**src/rtl/multicycle_ctrl_fsm.sv**
```systemverilog
// -----------------------------------------------------------------------------
// multicycle_ctrl_fsm
//   Sequencing controller for the multi-cycle MIPS core. A Moore FSM steps the
//   shared datapath (single memory, single ALU, IR/ALUOut/MDR registers)
//   through fetch, decode, execute, memory and writeback. The supported
//   instructions are R-type (add/sub/and/or/slt), addi, andi, beq, bne, lw, sw
//   and j. The memory states (FETCH, MEM_RD, MEM_WR) hold until mem_ready is
//   seen. A wait counter bounds each hold to WAIT_LIMIT cycles.
//
// Parameters
//   WAIT_LIMIT    max cycles a memory state waits for mem_ready (1..255)
//   CNT_W         width of the retired-instruction counter
//
// Ports
//   clk           rising-edge clock
//   reset         asynchronous, active-high reset
//   opcode[5:0]   IR[31:26], stable outside FETCH
//   mem_ready     memory access completes this cycle
//   pc_write      unconditional PC load
//   pc_write_beq  PC load if ALU zero
//   pc_write_bne  PC load if ALU not zero
//   iord          0=PC addresses memory, 1=ALUOut
//   mem_read      memory read strobe
//   mem_write     memory write strobe
//   ir_write      IR load
//   mem_to_reg    1=ALUOut to register file, 0=MDR
//   reg_dst       1=rd, 0=rt
//   reg_write     register file write
//   alu_src_a     0=PC, 1=reg A
//   alu_src_b     00=reg B, 01=4, 10=sign-ext imm, 11=sign-ext imm<<2
//   alu_op        00=add, 01=sub, 10=funct, 11=and
//   pc_source     00=ALU result, 01=ALUOut, 10=jump target
//   state[3:0]    current state code (debug)
//   illegal_op    high in DECODE when the opcode is unsupported
//   mem_timeout   one-cycle registered pulse after a memory wait timeout
//   instr_count   retired instructions, wraps modulo 2^CNT_W
// -----------------------------------------------------------------------------
module multicycle_ctrl_fsm #(
  parameter int unsigned WAIT_LIMIT = 15,
  parameter int unsigned CNT_W      = 32
) (
  input  logic             clk,
  input  logic             reset,
  input  logic [5:0]       opcode,
  input  logic             mem_ready,
  output logic             pc_write,
  output logic             pc_write_beq,
  output logic             pc_write_bne,
  output logic             iord,
  output logic             mem_read,
  output logic             mem_write,
  output logic             ir_write,
  output logic             mem_to_reg,
  output logic             reg_dst,
  output logic             reg_write,
  output logic             alu_src_a,
  output logic [1:0]       alu_src_b,
  output logic [1:0]       alu_op,
  output logic [1:0]       pc_source,
  output logic [3:0]       state,
  output logic             illegal_op,
  output logic             mem_timeout,
  output logic [CNT_W-1:0] instr_count
);

  typedef enum logic [3:0] {
    S_FETCH    = 4'd0,
    S_DECODE   = 4'd1,
    S_MEM_ADDR = 4'd2,
    S_MEM_RD   = 4'd3,
    S_LW_WB    = 4'd4,
    S_MEM_WR   = 4'd5,
    S_R_EX     = 4'd6,
    S_R_WB     = 4'd7,
    S_I_EX     = 4'd8,
    S_I_WB     = 4'd9,
    S_BRANCH   = 4'd10,
    S_JUMP     = 4'd11
  } state_t;

  localparam logic [5:0] OP_RTYPE = 6'b000000;
  localparam logic [5:0] OP_ADDI  = 6'b001000;
  localparam logic [5:0] OP_ANDI  = 6'b001100;
  localparam logic [5:0] OP_BEQ   = 6'b000100;
  localparam logic [5:0] OP_BNE   = 6'b000101;
  localparam logic [5:0] OP_LW    = 6'b100011;
  localparam logic [5:0] OP_SW    = 6'b101011;
  localparam logic [5:0] OP_J     = 6'b000010;

  localparam logic [7:0] LIMIT_M1 = 8'(WAIT_LIMIT - 1);

  state_t             r_state;
  state_t             r_next;
  logic [7:0]         r_wait_cnt;
  logic               r_mem_timeout;
  logic [CNT_W-1:0]   r_instr_count;

  logic               w_is_wait;
  logic               w_timeout;
  logic               w_wait_hold;
  logic               w_retire;

  // Memory-wait bookkeeping. A ready in the same cycle as the limit takes
  // priority over the timeout.
  assign w_is_wait   = (r_state == S_FETCH) || (r_state == S_MEM_RD) ||
                       (r_state == S_MEM_WR);
  assign w_timeout   = w_is_wait && !mem_ready && (r_wait_cnt == LIMIT_M1);
  assign w_wait_hold = w_is_wait && !mem_ready && !w_timeout;

  // An instruction retires on the transition back to FETCH from a final
  // state. A timed-out store also returns to FETCH but does not retire.
  assign w_retire = (r_state == S_LW_WB) || (r_state == S_R_WB) ||
                    (r_state == S_I_WB)  || (r_state == S_BRANCH) ||
                    (r_state == S_JUMP)  ||
                    ((r_state == S_MEM_WR) && mem_ready);

  // State register and counters
  always_ff @(posedge clk or posedge reset) begin
    if (reset) begin
      r_state       <= S_FETCH;
      r_wait_cnt    <= '0;
      r_mem_timeout <= 1'b0;
      r_instr_count <= '0;
    end else begin
      r_state       <= r_next;
      // Every exit from a hold, including a FETCH re-entry after a timeout,
      // is treated as a fresh entry. That exit clears the counter.
      r_wait_cnt    <= w_wait_hold ? r_wait_cnt + 8'd1 : '0;
      r_mem_timeout <= w_timeout;
      if (w_retire) begin
        r_instr_count <= r_instr_count + 1'b1;
      end
    end
  end

  // Next-state logic
  always_comb begin
    r_next = S_FETCH;
    case (r_state)
      S_FETCH:    r_next = mem_ready ? S_DECODE : S_FETCH;
      S_DECODE: begin
        case (opcode)
          OP_RTYPE:        r_next = S_R_EX;
          OP_ADDI, OP_ANDI: r_next = S_I_EX;
          OP_BEQ, OP_BNE:  r_next = S_BRANCH;
          OP_LW, OP_SW:    r_next = S_MEM_ADDR;
          OP_J:            r_next = S_JUMP;
          default:         r_next = S_FETCH;
        endcase
      end
      S_MEM_ADDR: r_next = (opcode == OP_SW) ? S_MEM_WR : S_MEM_RD;
      S_MEM_RD: begin
        if (mem_ready)      r_next = S_LW_WB;
        else if (w_timeout) r_next = S_FETCH;
        else                r_next = S_MEM_RD;
      end
      S_MEM_WR:   r_next = (mem_ready || w_timeout) ? S_FETCH : S_MEM_WR;
      S_R_EX:     r_next = S_R_WB;
      S_I_EX:     r_next = S_I_WB;
      S_LW_WB, S_R_WB, S_I_WB, S_BRANCH, S_JUMP: r_next = S_FETCH;
      default:    r_next = S_FETCH;
    endcase
  end

  // Output logic
  always_comb begin
    pc_write     = 1'b0;
    pc_write_beq = 1'b0;
    pc_write_bne = 1'b0;
    iord         = 1'b0;
    mem_read     = 1'b0;
    mem_write    = 1'b0;
    ir_write     = 1'b0;
    mem_to_reg   = 1'b0;
    reg_dst      = 1'b0;
    reg_write    = 1'b0;
    alu_src_a    = 1'b0;
    alu_src_b    = 2'b00;
    alu_op       = 2'b00;
    pc_source    = 2'b00;
    illegal_op   = 1'b0;
    case (r_state)
      S_FETCH: begin
        mem_read  = 1'b1;
        alu_src_b = 2'b01;
        pc_write  = mem_ready;
        ir_write  = mem_ready;
      end
      S_DECODE: begin
        alu_src_b = 2'b11;
        case (opcode)
          OP_RTYPE, OP_ADDI, OP_ANDI, OP_BEQ, OP_BNE,
          OP_LW, OP_SW, OP_J: illegal_op = 1'b0;
          default:            illegal_op = 1'b1;
        endcase
      end
      S_MEM_ADDR: begin
        alu_src_a = 1'b1;
        alu_src_b = 2'b10;
      end
      S_MEM_RD: begin
        mem_read = 1'b1;
        iord     = 1'b1;
      end
      S_LW_WB: begin
        reg_write  = 1'b1;
        mem_to_reg = 1'b0;
        reg_dst    = 1'b0;
      end
      S_MEM_WR: begin
        mem_write = 1'b1;
        iord      = 1'b1;
      end
      S_R_EX: begin
        alu_src_a = 1'b1;
        alu_op    = 2'b10;
      end
      S_R_WB: begin
        reg_write  = 1'b1;
        reg_dst    = 1'b1;
        mem_to_reg = 1'b1;
      end
      S_I_EX: begin
        alu_src_a = 1'b1;
        alu_src_b = 2'b10;
        alu_op    = (opcode == OP_ANDI) ? 2'b11 : 2'b00;
      end
      S_I_WB: begin
        reg_write  = 1'b1;
        mem_to_reg = 1'b1;
      end
      S_BRANCH: begin
        alu_src_a    = 1'b1;
        alu_op       = 2'b01;
        pc_source    = 2'b01;
        pc_write_beq = (opcode == OP_BEQ);
        pc_write_bne = (opcode == OP_BNE);
      end
      S_JUMP: begin
        pc_write  = 1'b1;
        pc_source = 2'b10;
      end
      default: ;
    endcase
    // Write strobes are masked as soon as reset asserts. This masking does
    // not wait for the clock, so no partial write escapes mid-instruction.
    if (reset) begin
      pc_write     = 1'b0;
      pc_write_beq = 1'b0;
      pc_write_bne = 1'b0;
      mem_write    = 1'b0;
      ir_write     = 1'b0;
      reg_write    = 1'b0;
    end
  end

  assign state       = r_state;
  assign mem_timeout = r_mem_timeout;
  assign instr_count = r_instr_count;

endmodule

```
**config.mk**
```make
export PLATFORM = sky130hd
export DESIGN_NAME = multicycle_ctrl_fsm
export DESIGN_NICKNAME = d
export VERILOG_FILES = /design/src/rtl/multicycle_ctrl_fsm.sv
export SDC_FILE = /design/constraint.sdc
export NUM_CORES = 1
export LEC_CHECK = 0
export CAP_MARGIN = 10
export CORE_ASPECT_RATIO = 1.5
export CORE_MARGIN = 5
export CORE_UTILIZATION = 53
export DETAILED_ROUTE_END_ITERATION = 16
export PLACE_DENSITY = 0.88
export SYNTH_ARGS = -nofsm -noshare
export SYNTH_HDL_FRONTEND = slang
export SYNTH_SLANG_ARGS = --single-unit
```
**constraint.sdc**
```tcl
create_clock -name clk -period 3 [get_ports clk]
set_input_delay 0.6 -clock clk [delete_from_list [all_inputs] [get_ports clk]]
set_output_delay 0.6 -clock clk [all_outputs]
set_load 0.01 [all_outputs]
```
==> metrics.txt <==
row count 31; count of final setup violators 0; first-pass GRT wire length approximately 10000 um; worst skew pair latency ~0.30 ns; Rel. slew slack 0.622; HP Class register to register; worst slew pin tran 0.567 ns; Clk Tree Root Cell clkbuf_8; die width 67.0 um; Residual DRC 0; Synth Area in Compound Gates 0.0673; Mean Syn Cell Area ~9.6 um2; starting DRC count in detailed routing 86; GRT overflow 0; synthesized cell area 2580 um2; Synth async-reset ratio 1.00; synth unique cells 43; max-slew violations 0; Core Region around 4800 um2; sequential area share after synthesis 0.436; mux cell area share after synthesis 0.0160; flop2flop setup slack 0.93 ns; Finished Core Util 0.735; P per Cell Area roughly 550 nW/um2; hpwl dp 4770 um; antenna violations before repair 0; share of cells above drive strength 1 0.115; Reg2Reg Depth 5; Worst-path clk slew 0.09 ns; number of H-tree levels 2; crit-path max FO 2; via count between 2000 and 2500; DRT Pass-1 Iters 4; Worst Clk Skew 0.00997 ns; number of I/O port buffers 63; Final ANT Viol Nets 0; minimum hold slack 0.475 ns; TritonCTS Sinks 45; Longest Clk Path Bufs 2; area grow syn2layout 35.9%; Post-synth EDFFs 0; Setup CP Type input pin to output port; Hold Path Sink instr_count[31]$_DFFE_PP0P_; Starting Density 0.541; Die Area 6400 um2; hold path start instr_count[31]$_DFFE_PP0P_; largest net degree at the start of global routing 46; outcome complete, no violations; arrival time at the worst endpoint between 2 and 2.5 ns; total CTS buffers 5; Final Hold Violating Endpoints 0; FMAX between 300 and 400 MHz; Vias/cell 5.57; Static Leak 1.62 nW; CP startpoint kind input pin; RSZ-0062 raised after global routing false; top_reg_cell synth dfrtp_1; routed len/inst 15.5 um; Cells after Synth 270; Max-Cap Viols 0; Synth Area in Adders 0.0145; xor/xnor share of the synthesized area 0.132; final worst-path cycle share 0.979; fillers 366; vias in the first global route 2282; R2R Path End instr_count[1]$_DFFE_PP0P_; Synth Area in Simple Gates 0.305; largest family of logic cells by synthesized area simple AND/OR/NAND/NOR gates; Worst Hold Depth 1; CTS tree yes; Synth Warn # 0; Peak VDD IR about 0.36 mV; post-synthesis register bit count 45; Post-Route WL 6440 um; Reg-to-Reg Start state[2]$_DFF_PP0_; Worst EP required 2.40 ns; GRT Total Usage 0.209; Period minus WS final approximately 3 ns; Worst Setup End Kind output port; Antenna Cells 0; Die H 95.5 um; GP Congestion 0.896; IO Pins 64; Final #Nets 359; Post-Syn Nets 282
## layer usage
layer / up-vias / wire, um / part of all wire / track usage
met5: - / 0 / 0 / 0
met4: 0 / 131 / 0.020 / 0.0998
met3: 9 / 334 / 0.052 / 0.0295
met2: 74 / 3440 / 0.53 / 0.376
met1: 1118 / 2530 / 0.39 / 0.238
li1: 1107 / - / - / -
## logic make-up after synthesis
family | count (synthesis)
xor+xnor | 39
flops | 45
buf+inv | 17
fa+ha+maj | 3
mux | 4
compound gates | 25
simple gates | 137
## worst max path at each step
stage / from / end / slack [ns] / cells past startpoint
after floorplan: reset / pc_write / 0.60 / 2
after global placement: opcode[5] / alu_op[1] / -0.05 / 6
after detailed placement: opcode[5] / alu_op[1] / -0.09 / 6
after CTS: opcode[5] / alu_op[1] / -0.05 / 6
after global routing: opcode[1] / pc_write_bne / 0.004 / 5
final: mem_ready / pc_write / 0.06 / 6
## metrics by stage
step | setup TNS [ns] | instances | power (mW) | setup WS, ns | cell area (um2)
6_report | 0 | 414 | 1.92 | 0.0642 | 3510
3_3_place_gp | -0.0875 | 406 | 1.51 | -0.0546 | 3370
5_1_grt | 0 | 414 | 2.03 | 0.00378 | 3510
3_5_place_dp | -0.232 | 406 | 1.54 | -0.0948 | 3370
4_1_cts | -0.117 | 414 | 1.93 | -0.0493 | 3470
2_1_floorplan | 0 | 270 | 1.19 | 0.597 | 2580
## layout by cell type (no fill, tap or decap), types with 3 or more instances in the layout
cell              n
o21ai_0           3
xor2_1           23
buf_4            16
dfrtp_1          45
nor2_1           31
mux2i_1           3
and4_1            6
nand2_1          22
a21oi_1          12
nor4b_1           3
and2_1            5
nand2b_1          7
and3_1            7
clkdlybuf4s50_1  57
nor4_1            4
dlymetal6s2s_1    4
xnor2_1          16
nor3_1           14
ha_1              3
inv_1             7
nand4_1          10
clkbuf_8          6
nand3_1           9
## power by group
part           switching (mW)  total [mW]  internal, mW
clock                   0.205       0.392         0.187
sequential             0.0896       0.742         0.653
combinational           0.419       0.786         0.368
## registers in the layout (all words and copies together), names as in the netlist
| name | flops |
|---|---|
| state | 4 |
| mem_timeout | 1 |
| instr_count | 32 |
| r_wait_cnt | 8 |
## critical path, cell delays in order
cell	delay (ns)
clkdlybuf4s50_1	0.50
inv_1	0.07
nor4b_1	0.37
buf_4	0.18
a21o_1	0.08
clkdlybuf4s50_1	0.53
## cells in the mapped netlist, types with 6 or more instances
cell	count	area, um2
nand2b_1	7	43.8
nand4_1	10	62.6
dfrtp_1	45	1130
and4_1	6	52.6
and3_1	7	43.8
xor2_1	23	201
nand2_1	22	82.6
nor2_1	32	120
xnor2_1	16	140
inv_1	8	30.0
nor3_1	17	85.1
a21oi_1	12	60.1
clkbuf_1	7	26.3
nand3_1	9	45.0
## area by class of cell
type	instances	area, um2	area share
tap	66	82.6	0.0235
sequential	45	1130	0.321
multi-input combinational	208	1420	0.403
inverter	8	30.0	0.00856
timing repair buffer	79	758	0.216
clock buffer	6	82.6	0.0235
clock inverter	2	13.8	0.00392
## what timing repair did
item                                   in CTS  in global routing
resized for setup                           3                 10
endpoints found under the hold margin       0                  0
hold buffers                                0                  0
setup endpoints to repair                   5                  4
setup buffers                               0                  0
(Power assumes the default switching activity.)
